==> src/rtl/hram_cmd_parser.sv <==
// UART command parser for a HyperRAM controller. Each frame is a command byte plus
// a 32-bit operand, MSB first. Every frame is answered with a 4-byte reply, MSB first.
//
// state   | meaning
// RX      | collect 5 frame bytes; discard a partial frame after FRAME_TIMEOUT idle cycles
// EXEC    | decode the command and latch the reply word
// ISSUE   | wait for the controller to go idle, then pulse wr_req or rd_req
// TX_SEND | wait for tx_ready, then send the top reply byte
// TX_ACK  | wait for the transmitter to accept the byte
// TX_DONE | wait for the transmitter to go idle after the last byte
module hram_cmd_parser #(
  parameter logic [23:0] FRAME_TIMEOUT = 24'd1_000_000,
  parameter logic [31:0] CONST_VAL     = 32'd259
) (
  input  logic        clk,
  input  logic        reset,
  input  logic [7:0]  rx_data,
  input  logic        rcv,
  output logic [7:0]  tx_data,
  output logic        tx_start,
  input  logic        tx_ready,
  output logic [31:0] addr,
  output logic [31:0] wr_d,
  output logic        wr_req,
  output logic        rd_req,
  input  logic        busy,
  input  logic        rd_rdy,
  input  logic [31:0] rd_d
);

  typedef enum logic [2:0] {RX, EXEC, ISSUE, TX_SEND, TX_ACK, TX_DONE} state_t;

  state_t      state_q, state_d;
  logic [2:0]  byte_cnt_q, byte_cnt_d;
  logic [23:0] tmo_q, tmo_d;
  logic [39:0] frame_q, frame_d;
  logic [31:0] reply_q, reply_d;
  logic [31:0] addr_q, addr_d;
  logic [31:0] wr_d_q, wr_d_d;
  logic [31:0] ram_data_q, ram_data_d;
  logic [31:0] count_q, count_d;
  logic        drop_q, drop_d;
  logic        pend_q, pend_d;
  logic        is_wr_q, is_wr_d;
  logic        tx_start_q, tx_start_d;
  logic [7:0]  tx_data_q, tx_data_d;

  // Requests are decoded from state so they can never coincide with busy=1.
  assign wr_req   = (state_q == ISSUE) && !busy && is_wr_q;
  assign rd_req   = (state_q == ISSUE) && !busy && !is_wr_q;
  assign tx_start = tx_start_q;
  assign tx_data  = tx_data_q;
  assign addr     = addr_q;
  assign wr_d     = wr_d_q;

  always_comb begin
    state_d    = state_q;
    byte_cnt_d = byte_cnt_q;
    tmo_d      = tmo_q;
    frame_d    = frame_q;
    reply_d    = reply_q;
    addr_d     = addr_q;
    wr_d_d     = wr_d_q;
    ram_data_d = ram_data_q;
    count_d    = count_q;
    drop_d     = drop_q;
    pend_d     = pend_q;
    is_wr_d    = is_wr_q;
    tx_start_d = 1'b0;
    tx_data_d  = tx_data_q;

    case (state_q)
      RX: begin
        if (rcv) begin
          frame_d = {frame_q[31:0], rx_data};
          tmo_d   = FRAME_TIMEOUT;
          if (byte_cnt_q == 3'd4) begin
            byte_cnt_d = 3'd0;
            state_d    = EXEC;
          end else begin
            byte_cnt_d = byte_cnt_q + 3'd1;
          end
        end else if (byte_cnt_q != 3'd0 && tmo_q != 24'd0) begin
          tmo_d = tmo_q - 24'd1;
          if (tmo_q == 24'd1) byte_cnt_d = 3'd0;
        end
      end
      EXEC: begin
        byte_cnt_d = 3'd4;
        state_d    = TX_SEND;
        is_wr_d    = 1'b0;
        case (frame_q[39:32])
          8'h01: begin addr_d = frame_q[31:0]; reply_d = frame_q[31:0]; end
          8'h02: begin wr_d_d = frame_q[31:0]; reply_d = frame_q[31:0]; end
          8'h03: begin is_wr_d = 1'b1; state_d = ISSUE; reply_d = 32'h0000_0003; end
          8'h04: reply_d = ram_data_q;
          8'h05: begin state_d = ISSUE; reply_d = 32'h0000_0005; end
          8'h06: begin reply_d = count_q; count_d = count_q + 32'd1; end
          8'h07: reply_d = CONST_VAL;
          8'h08: begin reply_d = {29'b0, drop_q, pend_q, busy}; drop_d = 1'b0; end
          default: reply_d = 32'hFFFF_FFFF;
        endcase
      end
      ISSUE: if (!busy) state_d = TX_SEND;
      TX_SEND: begin
        if (tx_ready) begin
          tx_start_d = 1'b1;
          tx_data_d  = reply_q[31:24];
          state_d    = TX_ACK;
        end
      end
      TX_ACK: begin
        if (!tx_ready) begin
          reply_d    = {reply_q[23:0], 8'h00};
          byte_cnt_d = byte_cnt_q - 3'd1;
          state_d    = (byte_cnt_q == 3'd1) ? TX_DONE : TX_SEND;
        end
      end
      TX_DONE: begin
        if (tx_ready) begin
          state_d    = RX;
          byte_cnt_d = 3'd0;
        end
      end
      default: state_d = RX;
    endcase

    // A byte arriving while a command is in flight is lost; STATUS reports it.
    if (rcv && state_q != RX) drop_d = 1'b1;
    if (rd_rdy) begin
      ram_data_d = rd_d;
      pend_d     = 1'b0;
    end
    if (rd_req) pend_d = 1'b1;
  end

  always_ff @(posedge clk) begin
    if (reset) begin
      state_q    <= RX;
      byte_cnt_q <= 3'd0;
      tmo_q      <= 24'd0;
      frame_q    <= 40'd0;
      reply_q    <= 32'd0;
      addr_q     <= 32'd0;
      wr_d_q     <= 32'd0;
      ram_data_q <= 32'd0;
      count_q    <= 32'd0;
      drop_q     <= 1'b0;
      pend_q     <= 1'b0;
      is_wr_q    <= 1'b0;
      tx_start_q <= 1'b0;
      tx_data_q  <= 8'h00;
    end else begin
      state_q    <= state_d;
      byte_cnt_q <= byte_cnt_d;
      tmo_q      <= tmo_d;
      frame_q    <= frame_d;
      reply_q    <= reply_d;
      addr_q     <= addr_d;
      wr_d_q     <= wr_d_d;
      ram_data_q <= ram_data_d;
      count_q    <= count_d;
      drop_q     <= drop_d;
      pend_q     <= pend_d;
      is_wr_q    <= is_wr_d;
      tx_start_q <= tx_start_d;
      tx_data_q  <= tx_data_d;
    end
  end

endmodule

==> config.mk <==
export PLATFORM = sky130hd
export DESIGN_NAME = hram_cmd_parser
export DESIGN_NICKNAME = d
export VERILOG_FILES = /design/src/rtl/hram_cmd_parser.sv
export SDC_FILE = /design/constraint.sdc
export NUM_CORES = 1
export LEC_CHECK = 0
export CORE_AREA = 4 4 150 138
export DETAILED_ROUTE_END_ITERATION = 7
export DIE_AREA = 0 0 154 142
export PLACE_DENSITY = 0.76
export SKIP_CTS_REPAIR_TIMING = 1
export SYNTH_ARGS = -nofsm -noshare
export SYNTH_HDL_FRONTEND = slang
export SYNTH_SLANG_ARGS = --single-unit
==> constraint.sdc <==
create_clock -name clk -period 2.4 [get_ports clk]
set_input_delay 0.48 -clock clk [delete_from_list [all_inputs] [get_ports clk]]
set_output_delay 0.48 -clock clk [all_outputs]
set_load 0.02 [all_outputs]
**After elaboration in Yosys (flattened, before gate mapping)**

Cells that the tools add are included.

- $add $sub $neg: 4
- Equal/unequal tests: 24
- Mux-type cells: 27
- Bitwise logic cells: 1
- Reductions and logical operators: 30

Operators with widths:

| operator | count |
|---|---|
| case mux 32 bit (7 select lines) | 1 |
| case mux 32 bit (2 select lines) | 1 |
| two-way mux 24 bit | 2 |
| two-way mux 3 bit | 12 |
| adder 32 x 1 -> 32 bit, second input constant | 1 |
| equality test 8 x 3 -> 1 bit, second input constant | 4 |
| two-way mux 32 bit | 1 |
| equality test 24 x 1 -> 1 bit, second input constant | 1 |
| nonzero test 24 bit | 1 |
| subtractor 24 x 1 -> 24 bit, second input constant | 1 |
| case mux 3 bit (6 select lines) | 1 |
| equality test 8 x 2 -> 1 bit, second input constant | 2 |
| AND reduction 2 bit | 8 |
| inequality test 2 bit, second input constant | 6 |
| case mux 3 bit (4 select lines) | 1 |
| nonzero test 2 bit | 5 |
| equality test 3 bit, second input constant | 3 |
| equality test 8 x 1 -> 1 bit, second input constant | 1 |
| equality test 8 x 4 -> 1 bit, second input constant | 1 |
| two-way mux 1 bit | 8 |
| equality test 3 x 1 -> 1 bit, second input constant | 2 |
| equality test 3 x 2 -> 1 bit, second input constant | 2 |
| inequality test 3 bit, second input constant | 2 |
| AND reduction 6 bit | 1 |
| other kinds (10) | 18 |

- Register bits after elaboration: 242
- Bits of input ports: 46
- Output and inout port bits: 75
- Logic and storage cells: 100

**Logic depth before layout (Yosys ltp)**

Gate-level depths: netlist of the first run.

- Word-level depth: 5
- Gate-level depth with buffers: 8

**Worst setup path after synthesis of the first run**

No wires, ideal clock.

- Path type: register to register
- From: register frame_q[39]
- To: register count_q[24]
- Arrival time: 2051 ps
- Path slack: 279 ps
- Stages on the path, launching flop included: 7
- Period minus slack after synthesis: 2121 ps
- Cells stage by stage: dfxtp_1 > nor4_4 > nand4_4 > or4_1 > buf_2 > or3_1 > a21oi_1

- Cells in the longest elaborated chain, start to end: 2

RTL lines:

| element | line | text |
|---|---|---|
| start, declared | 36 | `logic [39:0] frame_q, frame_d;` |
| start signal, assigned | 157 | `frame_q <= frame_d;` |
| equality test 8 x 3 -> 1 bit | 92 | `case (frame_q[39:32])` |
| AND reduction 2 bit (no source line) | n/a |  |
| end signal, assigned | 162 | `count_q <= count_d;` |
| end, declared | 41 | `logic [31:0] count_q, count_d;` |

Every way passes these cells.
A chain may end at the register's enable or synchronous reset.

**Worst setup path after layout of the first run**

- From: register count_q[9]
- To: register count_q[26]

- Cells in the longest elaborated chain, start to end: 1

RTL lines:

| element | line | text |
|---|---|---|
| adder 32 x 1 -> 32 bit | 98 | `8'h06: begin reply_d = count_q; count_d = count_q + 32'd1; end` |

Every way passes these cells.

==> results of run 1 <==
## metal layers
metal / share of wire, % / vias to the layer above
met5: 0 / -
met4: 2.1 / 0
met3: 8.0 / 52
met2: 44 / 398
met1: 46 / 4793
li1: - / 4811
## Yosys cell counts, drive strengths merged (19+ instances only)
cell	instances	area share, %
a22oi	52	3.7
dfxtp	242	46
or4	19	1.4
o21ai	26	1.2
nand3	26	1.2
or3	45	2.7
nor2	103	3.7
clkbuf	81	2.9
nor3	35	1.7
nor4	27	1.8
a31oi	28	1.7
mux2i	33	3.1
nand2	258	9.2
xnor2	21	1.7
a21oi	152	7.2
## per-stage QoR
step,instance area [um2],power (W)
final,13000,0.0117
after global routing,13000,0.0123
after CTS,13000,0.0117
after detailed placement,12200,0.00789
after global placement,12200,0.00781
after floorplan,10500,0.00684
## flip-flops by register name, indices dropped and copies added (netlist names)
| register | flops |
|---|---|
| ram_data_q | 32 |
| reply_q | 32 |
| byte_cnt_q | 3 |
| tx_start | 1 |
| wr_d | 32 |
| is_wr_q | 1 |
| tx_data | 8 |
| state_q | 3 |
| tmo_q | 24 |
| drop_q | 1 |
| count_q | 32 |
| frame_q | 40 |
| addr | 32 |
| pend_q | 1 |
## layout by cell type, fill, tap and decap left out, types with 7 or more instances in the layout
master and count:
nand2_1 258, dfxtp_1 240, a21oi_1 152, clkdlybuf4s50_1 116, nor2_1 102, buf_4 53, a22oi_1 52, or3_1 45
nor3_1 34, mux2i_1 33, a31oi_1 28, nand3_1 26, o21ai_0 25, clkbuf_16 25, nor4_1 23, xnor2_1 21
or4_1 17, nand4_1 15, inv_1 14, o31ai_1 9, nand2b_1 8, nor2b_1 8, xor2_1 8, a22o_1 8
ha_1 8, clkbuf_1 7
## final cells by class
type	instances	area share (%)
Multi-Input combinational cell	950	40.6
Sequential cell	242	37.2
Timing Repair Buffer	179	13.2
Clock buffer	38	5.64
Tap cell	250	2.40
Clock inverter	6	0.538
Inverter	14	0.404
## power groups by stage
stage	Combinational (W)	Clock, W	Sequential, W
4_1_cts	0.00297	0.00385	0.00487
3_5_place_dp	0.00294	0	0.00495
2_1_floorplan	0.00204	0	0.00480
6_report	0.00302	0.00381	0.00490
5_1_grt	0.00334	0.00404	0.00494
3_3_place_gp	0.00287	0	0.00493
## worst min-delay path by stage
stage | from | end | cells past startpoint
CTS | reset | is_wr_q$_SDFFE_PP0P_ | 2
floorplan | reply_q[7]$_SDFFE_PP0P_ | reply_q[7]$_SDFFE_PP0P_ | 1
global route | reset | ram_data_q[16]$_SDFFE_PP0P_ | 2
detailed placement | addr[16]$_SDFFE_PP0P_ | addr[16]$_SDFFE_PP0P_ | 2
finish | reset | is_wr_q$_SDFFE_PP0P_ | 2
global placement | addr[25]$_SDFFE_PP0P_ | addr[25]$_SDFFE_PP0P_ | 2
## logic make-up (layout without fill, tap and decap cells)
family | count (synthesis) | count (layout) | share of synthesized area, %
AND/OR/NAND/NOR | 572 | 572 | 25.7
adder cells (fa/ha/maj) | 8 | 8 | 0.952
buffers and inverters | 111 | 237 | 4.01
XOR/XNOR | 29 | 29 | 2.41
AO/OA/AOI/OAI | 307 | 307 | 17.7
multiplexers | 34 | 34 | 3.25
flip-flops | 242 | 242 | 46.1
==> impl_metrics.json, run 1 <==
{
  "status": "finished clean",
  "numCtsBuffers": 25,
  "diodes": 0,
  "comb_power_share_pct": 25.8,
  "gr-usage-met1_pct": 39.6,
  "period_minus_slack_ps": 2280,
  "drc": 0,
  "ys_async_sr_fraction_pct": 0,
  "fmax_mhz": 438,
  "path_class": "reg -> reg",
  "htree_levels": 1,
  "drv_cap": 0,
  "syn-num-nets": 1357,
  "finalCritPeriodShare_pct": 95.2,
  "die_h_um": 142,
  "cts-root-buf": "clkbuf_16",
  "syn_to_final_growth_pct": 23.8,
  "nets": 1466,
  "synth_edf_count": 0,
  "critical_path.slowest_cell": "or4_4",
  "crit_top_cell": "or4_4",
  "die_w_um": 154,
  "drt-total-wl_mm": 30.8,
  "cp_top_family": "simple AND/OR/NAND/NOR gates",
  "swShare_pct": 32.1,
  "die-area_um2": 21900,
  "ir_drop_mv": 0.704,
  "cp_max_fo": 7,
  "cp.depth": 5,
  "whs_ps": 407,
  "cts_num_sinks": 242,
  "synth-seq-cells": 242,
  "worst_slack_ps": 115,
  "postRouteAntennaNets": 0,
  "antenna_found_initial": 0,
  "switchingPower_w": 0.00377,
  "viasPerCell": 5.99,
  "synth_flop_cell": "dfxtp_1",
  "clk_latency_ps": 530,
  "top_usage_layer": "met2",
  "synth.distinct_cells": 57,
  "p_leak_nw": 4.52,
  "r2r_setup_slack_ps": 120,
  "coreArea_um2": 19000,
  "hold_viol": 0,
  "grt_use_met2_pct": 41.7,
  "path_buf_inv": 0,
  "dp_slack_ps": -144,
  "power.share.clock_pct": 32.5,
  "io_buffers": 120,
  "register_area_um2": 4850,
  "rsz0062_at_grt": "false",
  "yosysWarningCount": 0,
  "grt_pass1_wl_mm": 49.5,
  "path_cells": "nand4_1 > or4_4 > or4_4 > or3_1 > a21oi_1",
  "gr-total-overflow": 0,
  "seqPwrFrac_pct": 41.7,
  "path_clk_slew_ps": 60,
  "first_global_vias": 9419,
  "rr_endpoint": "count_q[26]$_SDFFE_PP0P_",
  "rows": 48,
  "met3_usage_pct": 5.93,
  "worstPathArrival_ps": 2740,
  "place_inst": 1634,
  "grt_util_all_layers_pct": 27.2,
  "final-max-slew-violation-count": 0,
  "drtIter0Drc": 1003,
  "setup_viol": 0,
  "relSlewSlack_pct": 58.4,
  "hp-class": "in -> reg",
  "r2r-start": "count_q[9]$_SDFFE_PP0P_",
  "io-pin-count": 121,
  "cp-start-kind": "flip-flop",
  "cts_tree": "done",
  "skew_ps": 9.94,
  "yosysSeqAreaShare_pct": 46.1,
  "initial_core_util_pct": 55.3,
  "setup_tns_ps": 0,
  "drive_above_1_share_pct": 8.40,
  "power_density_nw_per_um2": 901,
  "grt_start_max_net_pins": 109,
  "wl_per_cell_um": 18.4,
  "cts_buffer_depth": 3,
  "end_kind": "flip-flop",
  "power.internal_w": 0.00796,
  "utilization_pct": 68.4,
  "drt_pass1_iterations": 5,
  "synth_area_per_cell_um2": 8.07,
  "synth_cells": 1303,
  "fin_cells": 1679,
  "vias": 10054,
  "multi_input_area_um2": 5280,
  "startpoint": "count_q[9]$_SDFFE_PP0P_",
  "worst_pin_slew_ps": 624,
  "required_ps": 2850,
  "dp.final_hpwl_mm": 20.7,
  "rr_worst_depth": 5,
  "syn_area_um2": 10500,
  "fill_cells": 1586,
  "place_congestion": 0.946,
  "slowest_delay_ps": 580,
  "cp-endpoint": "count_q[26]$_SDFFE_PP0P_"
}
Note: power is estimated with default switching activity, not from simulation.
==> run 2, diff against run 1 <==
Clock period 2.4 ns to 2.3 ns, I/O delays scaled along.
==> run 2 against run 1 <==
Effect of this change:
- sequential power up 4.3%
- clock-buffer cell count is 2 lower
- wire length fell by 1.2%
- register-to-register slack worse by 20 ps
- maximum frequency grew 3.4%
- worst hold slack got worse by 30 ps
- critical path type unchanged
- setup slack got worse by 25 ps
- largest power group unchanged
- total power grew 6.0%
- sequential share of layout area is 0.67 points lower
- utilization up 1.3 points
- cell count increased by 1.0%
- critical path depth rose by 2
==> impl_metrics.json, run 2 (synthesized netlist as in run 1, its figures left out) <==
{
  "status": "finished clean",
  "wl_per_cell_um": 18.0,
  "drt_pass1_iterations": 5,
  "final-max-slew-violation-count": 0,
  "required_ps": 2780,
  "diodes": 0,
  "cts_tree": "done",
  "post_dp_cell_area_um2": 12400,
  "gr-total-overflow": 0,
  "drive_above_1_share_pct": 9.54,
  "power_density_nw_per_um2": 938,
  "path_clk_slew_ps": 60,
  "numCtsBuffers": 24,
  "cts_buffer_depth": 3,
  "viasPerCell": 5.93,
  "critical_path.slowest_cell": "or4b_4",
  "slowest_delay_ps": 490,
  "rows": 48,
  "place_congestion": 0.869,
  "dp.final_hpwl_mm": 20.7,
  "die-area_um2": 21900,
  "cts_num_sinks": 242,
  "die_w_um": 154,
  "path_buf_inv": 2,
  "coreArea_um2": 19000,
  "hp-class": "in -> reg",
  "worst_pin_slew_ps": 572,
  "largest-register": "frame_q",
  "place_inst": 1652,
  "drt-total-wl_mm": 30.5,
  "io_buffers": 120,
  "worstPathArrival_ps": 2690,
  "clk_latency_ps": 530,
  "initial_core_util_pct": 55.3,
  "vias": 10062,
  "relSlewSlack_pct": 61.8,
  "end_kind": "flip-flop",
  "rsz0062_at_grt": "false",
  "nets": 1482,
  "path_class": "reg -> reg",
  "cp-start-kind": "flip-flop",
  "finalCritPeriodShare_pct": 96.1,
  "grt_start_max_net_pins": 86,
  "fin_cells": 1696,
  "final_common_cell": "nand2_1",
  "drtIter0Drc": 943,
  "stdcell_area_um2": 13300,
  "drc": 0,
  "cp_max_fo": 9,
  "largest_reg_flops": 40,
  "ir_drop_mv": 0.594,
  "cp_top_family": "simple AND/OR/NAND/NOR gates",
  "cts-root-buf": "clkbuf_16",
  "final_cell_mix": "nand2_1 (258), dfxtp_1 (240), a21oi_1 (152)",
  "grt_pass1_wl_mm": 49.1,
  "die_h_um": 142,
  "fmax_mhz": 453,
  "path_cells": "inv_1 > ha_1 > or4b_4 > buf_4 > or3_1 > or4_1 > nand2_1",
  "htree_levels": 1,
  "skew_ps": 18.6,
  "postRouteAntennaNets": 0,
  "p_leak_nw": 4.63,
  "antenna_found_initial": 0,
  "io-pin-count": 121,
  "period_minus_slack_ps": 2210,
  "first_global_vias": 9430,
  "grt_util_all_layers_pct": 26.9,
  "syn_to_final_growth_pct": 26.0,
  "hold_viol": 0,
  "fill_cells": 1535,
  "setup_viol": 0,
  "drv_cap": 0
}
-- run 2: metal layers --
metal / routed length, um / vias to the layer above / global-route usage [%]
li1: - / 4839 / -
met3: 2400 / 60 / 6.17
met2: 13400 / 375 / 40.7
met4: 769 / 0 / 6.78
met5: 0 / - / 0
met1: 13900 / 4788 / 39.1
-- run 2: worst paths after layout --
| kind | from | to | slack [ps] | cells past startpoint |
|---|---|---|---|---|
| setup / recovery | tmo_q[1]$_SDFFE_PP0P_ | tmo_q[4]$_SDFFE_PP0P_ | 90 | 7 |
| hold / removal | reset | is_wr_q$_SDFFE_PP0P_ | 380 | 2 |
| hold reg to reg | addr[30]$_SDFFE_PP0P_ | addr[30]$_SDFFE_PP0P_ | 450 | 2 |
| setup reg to reg | tmo_q[1]$_SDFFE_PP0P_ | tmo_q[4]$_SDFFE_PP0P_ | 90 | 7 |
-- run 2: cell type report --
cell class | count | area, um2 | area share [%]
multi-input cells | 950 | 5290 | 39.9
flip-flops and latches | 242 | 4850 | 36.6
repair buffers | 196 | 1920 | 14.5
clock buffers | 36 | 686 | 5.17
well taps | 250 | 313 | 2.36
clock inverters | 8 | 145 | 1.09
inverters | 14 | 52.6 | 0.396
-- run 2: metrics by stage --
step | worst slack [ps] | total power [W] | util [%] | hold WS, ps | setup TNS, ps
after floorplan | 179 | 0.00714 | - | 444 | 0
after global placement | -110 | 0.00820 | 65.1 | 438 | -110
after detailed placement | -140 | 0.00830 | 65.1 | 445 | -140
after CTS | -358 | 0.0124 | 69.5 | 368 | -705
after global routing | 2.83 | 0.0131 | 69.6 | 401 | 0
final | 90.4 | 0.0124 | 69.6 | 377 | 0
-- run 2: report_power, final --
part	total, W	internal [W]	switching, W
clock network	0.00409	0.00242	0.00167
logic	0.00325	0.00142	0.00183
registers	0.00511	0.00464	0.000467
total	0.0124	0.00847	0.00397
==> run 3, diff against run 2 <==
Settings changed: CORE_AREA 4 4 150 138 to 2 2 148 136, DIE_AREA 0 0 154 142 to 0 0 150 138.
==> run 3 against run 2 <==
Effect of this change:
- worst hold slack got worse by 120 ps
- combinational power hardly changed
- sequential power barely moved
- final area barely moved
- via count about the same
- maximum frequency decreased by 0.18%
- critical endpoint is now rd_req
- highest routed layer unchanged
==> impl_metrics.json, run 3 (synthesized netlist as in run 1, its figures left out) <==
{
  "status": "finished clean",
  "drive_above_1_share_pct": 9.41,
  "dp.final_hpwl_mm": 20.7,
  "cts_tree": "done",
  "die_h_um": 138,
  "rows": 49,
  "cts_num_sinks": 242,
  "die_w_um": 150,
  "ir_drop_mv": 0.541,
  "io_buffers": 120,
  "finalCritPeriodShare_pct": 96.2,
  "cts_buffer_depth": 3,
  "grt_start_max_net_pins": 75,
  "fill_cells": 1613,
  "p_leak_nw": 4.64,
  "grt_use_met2_pct": 42.8,
  "cp-start-kind": "flip-flop",
  "wl_per_cell_um": 17.8,
  "end_kind": "primary output",
  "drt_pass1_iterations": 5,
  "hp-class": "in -> reg",
  "setup_viol": 0,
  "coreArea_um2": 19400,
  "syn_to_final_growth_pct": 26.1,
  "grt_util_all_layers_pct": 28.6,
  "power_density_nw_per_um2": 931,
  "fmax_mhz": 452,
  "gr-total-overflow": 0,
  "skew_ps": 7.52,
  "first_global_vias": 9310,
  "drtIter0Drc": 1016,
  "period_minus_slack_ps": 2210,
  "place_congestion": 0.863,
  "drt-total-wl_mm": 30.3,
  "cp_max_fo": 7,
  "gr-usage-met1_pct": 41.6,
  "worst_pin_slew_ps": 558,
  "setup_tns_ps": 0,
  "final-max-slew-violation-count": 0,
  "drc": 0,
  "final_cell_mix": "nand2_1 (258), dfxtp_1 (241), a21oi_1 (152)",
  "viasPerCell": 5.92,
  "largest_reg_flops": 40,
  "initial_core_util_pct": 54.3,
  "multi_input_area_um2": 5300,
  "worstPathArrival_ps": 1750,
  "numCtsBuffers": 25,
  "drv_cap": 0,
  "relSlewSlack_pct": 62.7,
  "diodes": 0,
  "worst_slack_ps": 86.5,
  "htree_levels": 1,
  "postRouteAntennaNets": 0,
  "largest-register": "frame_q",
  "path_class": "reg -> out",
  "hold_viol": 0,
  "nets": 1485,
  "path_clk_slew_ps": 60,
  "required_ps": 1840,
  "top_usage_layer": "met2",
  "io-pin-count": 121,
  "register_area_um2": 4850,
  "final_common_cell": "nand2_1",
  "antenna_found_initial": 0,
  "grt_pass1_wl_mm": 48.3,
  "die-area_um2": 20700,
  "met3_usage_pct": 6.20,
  "dp_slack_ps": -161,
  "clk_latency_ps": 520,
  "cts-root-buf": "clkbuf_16",
  "vias": 10061
}
## run 3: changes by cell type in the layout (fill, tap and decap cells not counted), sizes merged
cell,before,now
buf,78,80
clkbuf,36,33
clkinv,3,4
clkinvlp,2,0
inv,14,15
## run 3: final timing paths
| check | startpoint | depth (start not counted) | to | slack [ps] |
|---|---|---|---|---|
| worst min-delay path | rd_rdy | 3 | ram_data_q[18]$_SDFFE_PP0P_ | 250 |
| worst min register to register | addr[24]$_SDFFE_PP0P_ | 2 | addr[24]$_SDFFE_PP0P_ | 450 |
| worst max register to register | tmo_q[0]$_SDFFE_PP0P_ | 7 | tmo_q[14]$_SDFFE_PP0P_ | 100 |
| worst max-delay path | state_q[2]$_SDFFE_PP0P_ | 3 | rd_req | 90 |
## run 3: worst max-delay path, cell delays in order (launching register included)
cell            delay (ps)
dfxtp_1                420
buf_4                  210
nor4_1                 330
dlymetal6s2s_1         280
## run 3: stage by stage
step           std cells  util [%]  hold slack [ps]  cell area (um2)  power, W
6_report            1700      68.4              253            13300    0.0123
5_1_grt             1700      68.4              252            13300    0.0130
4_1_cts             1700      68.3              235            13200    0.0123
3_5_place_dp        1659      64.2              443            12400   0.00831
3_3_place_gp        1659      64.2              438            12400   0.00823
2_1_floorplan       1303         -              444            10500   0.00714
## run 3: layout make-up
class,count,area share [%]
clock inverter,8,0.896
clock buffer,33,5.10
timing repair buffer,198,14.7
inverter,14,0.396
multi-input combinational,950,39.9
sequential,242,36.5
tap,255,2.41
## run 3: power by group
part	leakage (nW)	total [W]	switching (W)	internal (W)
combinational	2.28	0.00322	0.00179	0.00143
clock	0.392	0.00402	0.00163	0.00239
sequential	1.97	0.00511	0.000472	0.00464
total	4.64	0.0123	0.00390	0.00845
## run 3: per-layer routing
metal,part of all wire [%],up-vias
met4,2.6,0
met3,7.8,56
li1,-,4860
met1,46,4821
met2,44,324
met5,0,-
